**src/rtl/ycbcr_pkg.sv**
```systemverilog
// Shared types and constants for the RGB->YCbCr frame sequencer.
// Holds the FSM encoding, pipeline latency constants and the output byte packing.
package ycbcr_pkg;

  typedef enum logic [1:0] {
    ST_IDLE,
    ST_RUN,
    ST_DRAIN,
    ST_DONE
  } state_e;

  // Source RAM read latency and the converter's stock pipeline depth.
  localparam int RD_LAT           = 1;
  localparam int CONV_LAT_DEFAULT = 3;

  typedef logic [23:0] pixel_t;

  // Bits [15:8] are taken by plain truncation; Cb/Cr wraparound passes through untouched.
  function automatic pixel_t pack_ycc(input logic [15:0] y,
                                      input logic [15:0] cb,
                                      input logic [15:0] cr);
    return {y[15:8], cb[15:8], cr[15:8]};
  endfunction

endpackage

```
**src/rtl/ycbcr_frame_ctrl_if.sv**
```systemverilog
// Frame-buffer and converter bus seen by the sequencer.
// The master side is the sequencer; the slave side is the RAMs plus the converter.
interface ycbcr_frame_ctrl_if
  import ycbcr_pkg::*;
#(
  parameter int ADDR_W = 10
);

  logic              src_rd;
  logic [ADDR_W-1:0] src_addr;
  pixel_t            src_rdata;
  pixel_t            conv_data;
  logic [15:0]       conv_y;
  logic [15:0]       conv_cb;
  logic [15:0]       conv_cr;
  logic              dst_wr;
  logic [ADDR_W-1:0] dst_addr;
  pixel_t            dst_wdata;

  modport master (
    output src_rd, src_addr, conv_data, dst_wr, dst_addr, dst_wdata,
    input  src_rdata, conv_y, conv_cb, conv_cr
  );

  modport slave (
    input  src_rd, src_addr, conv_data, dst_wr, dst_addr, dst_wdata,
    output src_rdata, conv_y, conv_cb, conv_cr
  );

endinterface

```
**src/rtl/valid_delay_line.sv**
```systemverilog
// Shift register that follows each issued read through RAM and converter latency.
// A synchronous clear drops every in-flight pixel at once.
module valid_delay_line #(
  parameter int DEPTH = 5
) (
  input  logic clk,
  input  logic reset,
  input  logic clr,
  input  logic in_valid,
  output logic out_valid
);

  logic [DEPTH-1:0] line_q;
  logic [DEPTH-1:0] line_d;

  // NOTE: every path assigns line_d, so no latch is inferred for the next-state value.
  always_comb begin
    line_d = {line_q[DEPTH-2:0], in_valid};
    if (clr) begin
      line_d = '0;
    end
  end

  // NOTE: state is updated with <= so all flops sample their inputs from the same edge.
  always_ff @(posedge clk) begin
    if (!reset) begin
      line_q <= '0;
    end else begin
      line_q <= line_d;
    end
  end

  assign out_valid = line_q[DEPTH-1];

endmodule

```
**src/rtl/ycbcr_frame_ctrl.sv**
```systemverilog
// Frame sequencer: streams a frame of RGB pixels through the free-running converter
// at one pixel per cycle and writes the packed Y/Cb/Cr bytes to the destination RAM.
module ycbcr_frame_ctrl
  import ycbcr_pkg::*;
#(
  parameter int ADDR_W   = 10,
  parameter int CONV_LAT = CONV_LAT_DEFAULT
) (
  input  logic                clk,
  input  logic                reset,
  input  logic                start,
  input  logic                abort,
  input  logic [ADDR_W:0]     frame_len,
  ycbcr_frame_ctrl_if.master  bus,
  output logic                busy,
  output logic                done
);

  // One extra stage for the conv_data register between RAM and converter.
  localparam int VLD_DEPTH = RD_LAT + 1 + CONV_LAT;

  state_e            state_q,    state_d;
  logic [ADDR_W:0]   len_q,      len_d;
  logic              src_rd_q,   src_rd_d;
  logic [ADDR_W-1:0] src_addr_q, src_addr_d;
  logic [ADDR_W-1:0] dst_addr_q, dst_addr_d;
  logic              busy_q,     busy_d;
  logic              done_q,     done_d;
  pixel_t            conv_data_q;

  logic              dst_wr;
  logic [ADDR_W:0]   last_idx;
  logic              last_rd;
  logic              last_wr;

  // A full 2^ADDR_W frame makes last_idx all ones in the low bits, so the counters wrap cleanly.
  assign last_idx = len_q - (ADDR_W + 1)'(1);
  assign last_rd  = (src_addr_q == last_idx[ADDR_W-1:0]);
  assign last_wr  = dst_wr && (dst_addr_q == last_idx[ADDR_W-1:0]);

  always_comb begin
    state_d    = state_q;
    len_d      = len_q;
    src_addr_d = src_rd_q ? src_addr_q + ADDR_W'(1) : src_addr_q;
    dst_addr_d = dst_wr   ? dst_addr_q + ADDR_W'(1) : dst_addr_q;

    case (state_q)
      ST_IDLE: begin
        if (start) begin
          len_d      = frame_len;
          src_addr_d = '0;
          dst_addr_d = '0;
          state_d    = (frame_len != '0) ? ST_RUN : ST_DONE;
        end
      end
      ST_RUN: begin
        if (last_rd) begin
          state_d = ST_DRAIN;
        end
      end
      ST_DRAIN: begin
        if (last_wr) begin
          state_d = ST_DONE;
        end
      end
      ST_DONE: begin
        state_d = ST_IDLE;
      end
      default: begin
        state_d = ST_IDLE;
      end
    endcase

    // Abort beats start and drops the frame without a done pulse.
    if (abort) begin
      state_d = ST_IDLE;
    end

    src_rd_d = (state_d == ST_RUN);
    busy_d   = (state_d == ST_RUN) || (state_d == ST_DRAIN);
    done_d   = (state_d == ST_DONE);
  end

  always_ff @(posedge clk) begin
    if (!reset) begin
      state_q     <= ST_IDLE;
      len_q       <= '0;
      src_rd_q    <= 1'b0;
      src_addr_q  <= '0;
      dst_addr_q  <= '0;
      busy_q      <= 1'b0;
      done_q      <= 1'b0;
      conv_data_q <= '0;
    end else begin
      state_q     <= state_d;
      len_q       <= len_d;
      src_rd_q    <= src_rd_d;
      src_addr_q  <= src_addr_d;
      dst_addr_q  <= dst_addr_d;
      busy_q      <= busy_d;
      done_q      <= done_d;
      conv_data_q <= bus.src_rdata;
    end
  end

  valid_delay_line #(
    .DEPTH (VLD_DEPTH)
  ) u_vld (
    .clk       (clk),
    .reset     (reset),
    .clr       (abort),
    .in_valid  (src_rd_q),
    .out_valid (dst_wr)
  );

  assign bus.src_rd    = src_rd_q;
  assign bus.src_addr  = src_addr_q;
  assign bus.conv_data = conv_data_q;
  assign bus.dst_wr    = dst_wr;
  assign bus.dst_addr  = dst_addr_q;
  assign bus.dst_wdata = pack_ycc(bus.conv_y, bus.conv_cb, bus.conv_cr);
  assign busy          = busy_q;
  assign done          = done_q;

endmodule

```
**src/flat_wrapper.sv**
```systemverilog
// flat-port wrapper written by rule: the top's interface ports become plain ports
module ycbcr_frame_ctrl_flat import ycbcr_pkg::*;
#(
  parameter int ADDR_W   = 10,
  parameter int CONV_LAT = CONV_LAT_DEFAULT
)
  (clk, reset, start, abort, frame_len, busy, done, bus_src_rd, bus_src_addr, bus_conv_data, bus_dst_wr, bus_dst_addr, bus_dst_wdata, bus_src_rdata, bus_conv_y, bus_conv_cb, bus_conv_cr);
  ycbcr_frame_ctrl_if #(.ADDR_W(ADDR_W)) bus_i ();
  input  logic clk;
  input  logic reset;
  input  logic start;
  input  logic abort;
  input  logic [ADDR_W:0] frame_len;
  output logic busy;
  output logic done;
  output wire logic [$bits(bus_i.src_rd)-1:0] bus_src_rd;
  output wire logic [$bits(bus_i.src_addr)-1:0] bus_src_addr;
  output wire logic [$bits(bus_i.conv_data)-1:0] bus_conv_data;
  output wire logic [$bits(bus_i.dst_wr)-1:0] bus_dst_wr;
  output wire logic [$bits(bus_i.dst_addr)-1:0] bus_dst_addr;
  output wire logic [$bits(bus_i.dst_wdata)-1:0] bus_dst_wdata;
  input wire logic [$bits(bus_i.src_rdata)-1:0] bus_src_rdata;
  input wire logic [$bits(bus_i.conv_y)-1:0] bus_conv_y;
  input wire logic [$bits(bus_i.conv_cb)-1:0] bus_conv_cb;
  input wire logic [$bits(bus_i.conv_cr)-1:0] bus_conv_cr;
  assign bus_src_rd = bus_i.src_rd;
  assign bus_src_addr = bus_i.src_addr;
  assign bus_conv_data = bus_i.conv_data;
  assign bus_dst_wr = bus_i.dst_wr;
  assign bus_dst_addr = bus_i.dst_addr;
  assign bus_dst_wdata = bus_i.dst_wdata;
  assign bus_i.src_rdata = bus_src_rdata;
  assign bus_i.conv_y = bus_conv_y;
  assign bus_i.conv_cb = bus_conv_cb;
  assign bus_i.conv_cr = bus_conv_cr;
  ycbcr_frame_ctrl #(.ADDR_W(ADDR_W), .CONV_LAT(CONV_LAT)) u_core (.clk(clk), .reset(reset), .start(start), .abort(abort), .frame_len(frame_len), .bus(bus_i), .busy(busy), .done(done));
endmodule
```
**config.mk**
```make
export PLATFORM = sky130hd
export DESIGN_NAME = ycbcr_frame_ctrl_flat
export DESIGN_NICKNAME = d
export VERILOG_FILES = /design/src/rtl/ycbcr_pkg.sv /design/src/rtl/ycbcr_frame_ctrl_if.sv /design/src/rtl/valid_delay_line.sv /design/src/rtl/ycbcr_frame_ctrl.sv /design/src/flat_wrapper.sv
export SDC_FILE = /design/constraint.sdc
export NUM_CORES = 1
export LEC_CHECK = 0
export ABC_AREA = 1
export BUFFER_PORTS_ARGS = -buffer_cell sky130_fd_sc_hd__buf_2
export CORE_MARGIN = 3
export CORE_UTILIZATION = 45
export CTS_CLUSTER_SIZE = 20
export DETAILED_ROUTE_END_ITERATION = 10
export PLACE_DENSITY = 0.78
export SYNTH_ARGS = -nofsm -noshare
export SYNTH_HDL_FRONTEND = slang
export SYNTH_SLANG_ARGS = --single-unit
```
**constraint.sdc**
```tcl
create_clock -name clk -period 2.9 [get_ports clk]
set_input_delay 0.29 -clock clk [delete_from_list [all_inputs] [get_ports clk]]
set_output_delay 0.29 -clock clk [all_outputs]
set_load 0.05 [all_outputs]
```
### After elaboration in Yosys (flattened, before gate mapping)

Cells that the tools add are included.

| storage, ports and cells | value |
|---|---|
| register bits after elaboration | 64 |
| output and inout bits | 72 |
| word-level logic and storage cells | 39 |

| cells by class | value |
|---|---|
| add/sub/neg operators | 3 |
| eq/ne operators | 8 |
| mux-type cells | 12 |
| bitwise operators | 1 |
| reduce and logical (&&, ||, !) cells | 6 |

Operator list:

| operator | count |
|---|---|
| 10-bit 2-to-1 mux | 6 |
| 10-bit by 1-bit adder with 10-bit output, second input constant | 2 |
| 10-bit equality test | 2 |
| 11-bit nonzero test | 1 |
| 2-bit 2-to-1 mux | 5 |
| 10-bit by 1-bit subtractor with 10-bit output, second input constant | 1 |
| 2-bit equality test, second input constant | 4 |
| 2-bit case mux with 4 select lines | 1 |
| 2-bit by 1-bit equality test with 1-bit output, second input constant | 2 |
| 2-bit zero test | 1 |
| 2-bit AND reduction | 1 |
| 2-bit OR reduction | 1 |
| 1-bit logical AND | 1 |
| 1-bit logical OR | 1 |
| 1-bit inverter | 1 |

### Depth between registers and ports, before layout

| logic depth | value |
|---|---|
| word-level depth | 8 |
| gate-level depth with buffers | 19 |
| gate-level depth less buffers | 19 |

### Hierarchy

A second synthesis with hierarchy kept.

| second synthesis, totals | value |
|---|---|
| cell total of the unflattened synthesis | 436 |
| area total of the unflattened synthesis | 3066.7 µm² |

By module, submodules not included:

| module | instances | cells an instance | area an instance (µm²) |
|---|---|---|---|
| ycbcr_frame_ctrl | 1 | 419 | 2919.0 |
| valid_delay_line | 1 | 17 | 147.6 |

### Least setup slack after synthesis

Ideal clock, no wire load.

| timing path | value |
|---|---|
| path kind | flip-flop to flip-flop |
| start point | register u_core.len_q[0] |
| end point | register u_core.busy_q (netlist: u_core.busy) |
| library setup time | 0.065 ns |
| arrival time | 1.931 ns |
| path slack | 0.904 ns |
| stages on the path, launching flop included | 17 |
| cells stage by stage | dfxtp_1 > inv_2 > ha_1 > nand2_2 > nor2_2 > nand2_1 > nand2_1 > nand2_1 > xor2_1 > nor2_2 > nand2_1 > nand2_1 > nand2_1 > nand2_1 > inv_1 > ha_1 > nor2_1 |

| between the ends | value |
|---|---|
| cells in the longest elaborated chain, start to end | 8 |
| elaborated cells on any way between the ends | 11 |
| those cells by class | add/sub: 1; eq/ne: 4; mux: 4; reduce/logical: 2 |

Ends and longest elaborated chain:

| what | RTL line | source |
|---|---|---|
| start, declared | ycbcr_frame_ctrl.sv:23 | `logic [ADDR_W:0] len_q, len_d;` |
| start signal, assigned | ycbcr_frame_ctrl.sv:96 | `len_q <= len_d;` |
| 10-bit by 1-bit subtractor with 10-bit output * | ycbcr_frame_ctrl.sv:37 | `assign last_idx = len_q - (ADDR_W + 1)'(1);` |
| 10-bit equality test | ycbcr_frame_ctrl.sv:39 | `assign last_wr = dst_wr && (dst_addr_q == last_idx[ADDR_W-1:0]);` |
| 1-bit logical AND | ycbcr_frame_ctrl.sv:39 |  |
| 2-bit 2-to-1 mux | ycbcr_frame_ctrl.sv:62 | `if (last_wr) begin` |
| 2-bit case mux with 4 select lines * | ycbcr_frame_ctrl.sv:47 | `case (state_q)` |
| 2-bit 2-to-1 mux * | ycbcr_frame_ctrl.sv:75 | `if (abort) begin` |
| net u_core.state_d[0] | ycbcr_frame_ctrl.sv:22 | `state_e state_q, state_d;` |
| 2-bit by 1-bit equality test with 1-bit output or 2-bit equality test (tied branches) | ycbcr_frame_ctrl.sv:80 | `busy_d = (state_d == ST_RUN) \|\| (state_d == ST_DRAIN);` |
| 1-bit logical OR * | ycbcr_frame_ctrl.sv:80 |  |
| end signal, assigned | ycbcr_frame_ctrl.sv:100 | `busy_q <= busy_d;` |
| end, declared | ycbcr_frame_ctrl.sv:27 | `logic busy_q, busy_d;` |

Mark *: on every way through the listed nets, which the timed path passes. The rest lies on a longest branch.
A chain may end at the register's enable or synchronous reset.

### Final worst setup path

Same ends and word-level chain as after synthesis.

==> results.cfg <==
[clocking]
post_cts_resized = 0
insertion_delay_ps = 350
cts-buffers-inserted = 9
root_buffer = clkbuf_8
ctsHoldBuffers = 0
tritoncts = yes
clk_path_buf_depth = 2
cts_max_level = 3
cts.sink_count = 64
path_clk_slew_ps = 70
cts_setup_buffers = 0

[yosys]
synth_nets = 525
synth_area_leader_cell = dfxtp_1
synth_xor_area_frac = 0.0144
syn_inst = 433
synthArstFlopShare = 0
synth_cell_type_count = 25
synth_top_area_share = 0.422
yosysMostFrequentCell = nand2_1
synth_compound_area_frac = 0.0705
synth_edf_count = 0
synthAdderAreaFrac = 0.0206
synth-main-ff-cell = dfxtp_1
ys_top_cells_by_area = dfxtp_1 42%, nand2_1 12%, inv_1 8.8%
yosys_register_bits = 64
ys_seq_area_frac = 0.422
synthSimpleGateAreaFrac = 0.312
muxShareOfSynthArea = 0
synth_top_family_by_area = simple AND/OR/NAND/NOR gates
ys_warn_count = 0
synthesis.area_sq_um = 3040
synthTopCellsByCount = 98 x nand2_1, 71 x inv_1, 64 x dfxtp_1
synth.avg_cell_area_sq_um = 7.01

[finish]
design_area_sq_um = 3590
nets = 592
post-route-util = 0.555
fin_cells = 581
antenna_cells = 0
drive_gt1_frac = 0.240
area_delta_synth_final_pct = 18.1

[drt]
routed_wire_length_per_instance_um = 12.0
finalWirelength_um = 6990
initialDrtViolationCount = 156
drtPass1Iterations = 5
avgViaCountPerCell = 4.86
drc_errors = 0
ant_nets = 0
vias = 2821

[setup_path]
required_ps = 3180
cp_slowest_cell = dfxtp_1
crit_arrival_ps = 2560
crit_type = reg2reg
cp_slowest_stage_delay_ps = 340
start_kind = flop
cp_max_fo = 5
crit_start = u_core.len_q[0]
regToRegStartpoint = u_core.len_q[0]
cp_common_cell = nand2_1
crit_chain = inv_2 -> ha_1 -> nand2_2 -> nor2_2 -> nand3_1 -> nand3_1 -> nand2_1 -> nor2_1 -> nand2_1 -> nor2_2 -> nand2_1 -> nand2_1 -> nand2_1 -> nand2_1 -> inv_1 -> ha_1 -> nor2_1
critPathCaptureType = flop

[timing]
hold_viol_final = 0
period_share = 0.784
worst_pin_slew_ps = 563
slew_viol_final = 0
skew_ps = 4.24
setup_slack_ps = 626
whs_ps = 121
setup_viol = 0
fmax_ghz = 0.440
rsz0062_at_grt = no
setup_tns_ps = 0
maxSlewHeadroom = 0.625
min_period_ps = 2270

[power]
leakage_nw = 1.88
p_per_area_nw_per_um2 = 595
ir_drop_mv = 0.443
p_total_mw = 2.13

[global_routing]
first_global_vias = 2766
grt_pass1_wl_um = 11900
grtUsageTotal = 0.195
antenna_found_initial = 0
grt_start_max_net_pins = 40
grt_overflow = 0

[die]
dieArea_sq_um = 7770
fp.coreArea_sq_um = 6460
die_w_um = 88.1
start_util = 0.470
num_io_pins = 159
die_y_um = 88.1
core.rowCount = 29

[min_path]
min_path_type = in2reg
min_from = bus_src_rdata[18]

[placed_design]
gp_congestion = 0.876
pre_cts_slack_ps = 671
port_buffers = 86
place_area_sq_um = 3370
dpl.hpwl_um = 5350
place_inst = 566

[run_status]
status = completed

[run]
drv_cap = 0
[path summary, 6_finish.rpt]
check | end | slack [ps] | cells after the start
hold reg to reg | u_core.u_vld.line_q[2] | 410 | 2
setup / recovery | u_core.busy | 630 | 17
setup reg to reg | u_core.busy | 630 | 17
hold / removal | u_core.bus.conv_data[18] | 120 | 3
[per-layer routing]
layer	vias up	share of wire	track usage
met2	114	0.44	0.314
met3	17	0.11	0.0922
met5	-	0	0
li1	1453	-	-
met4	0	0.025	0.0879
met1	1237	0.43	0.221
[worst max-delay path, delay by kind of cell, from the launching register on]
kind                       cells  cell delay (ps)
adders and majority gates      2              530
and+or+nand+nor               13             1170
buffers and inverters          2              170
DFF                            1              340
[power by group]
part           internal [mW]  total, mW  switching [mW]
Combinational          0.106      0.347           0.241
Sequential             0.913      0.933          0.0203
Clock                  0.502      0.855           0.353
[cell usage in the layout, fill, tap and decap left out]
cell type / count
xnor2_1: 1
clkbuf_8: 10
buf_4: 2
nor2_4: 1
bufinv_16: 2
clkinv_4: 1
a21oi_1: 21
xor2_1: 4
o21bai_1: 1
a31oi_1: 2
ha_1: 5
o21ai_0: 16
nand3b_1: 1
buf_2: 86
nand3_1: 38
inv_1: 71
nor2_8: 1
nand2_1: 98
dfxtp_1: 64
nor2_1: 39
nand2_2: 6
nor3b_1: 5
inv_2: 3
nand4_1: 1
o21ai_2: 1
clkinv_2: 1
nor4_1: 3
nor2_2: 6
clkinvlp_4: 1
nor3_1: 13
[state kept, by name, indices dropped and copies added, names as in the netlist]
register              count
u_core.bus.conv_data     24
u_core.busy               1
u_core.state_q            2
u_core.bus.src_addr      10
u_core.u_vld.line_q       5
u_core.bus.dst_addr      10
u_core.len_q             10
u_core.done               1
u_core.bus.src_rd         1
[cell families after synthesis]
family                     after synthesis
adders and majority gates                5
buffers and inverters                  106
AOI/OAI and AO/OA                       41
and+or+nand+nor                        212
DFF                                     64
xor gates and xnor gates                 5
[layout make-up]
| class | count | area (sq um) |
|---|---|---|
| timing repair buffer | 88 | 445 |
| clock buffer | 10 | 138 |
| tap | 77 | 96.3 |
| inverter | 74 | 278 |
| multi-input combinational | 263 | 1270 |
| sequential | 64 | 1280 |
| fill | 614 | 2870 |
| clock inverter | 5 | 81.3 |
No activity file was read; power rests on OpenSTA's default activity.
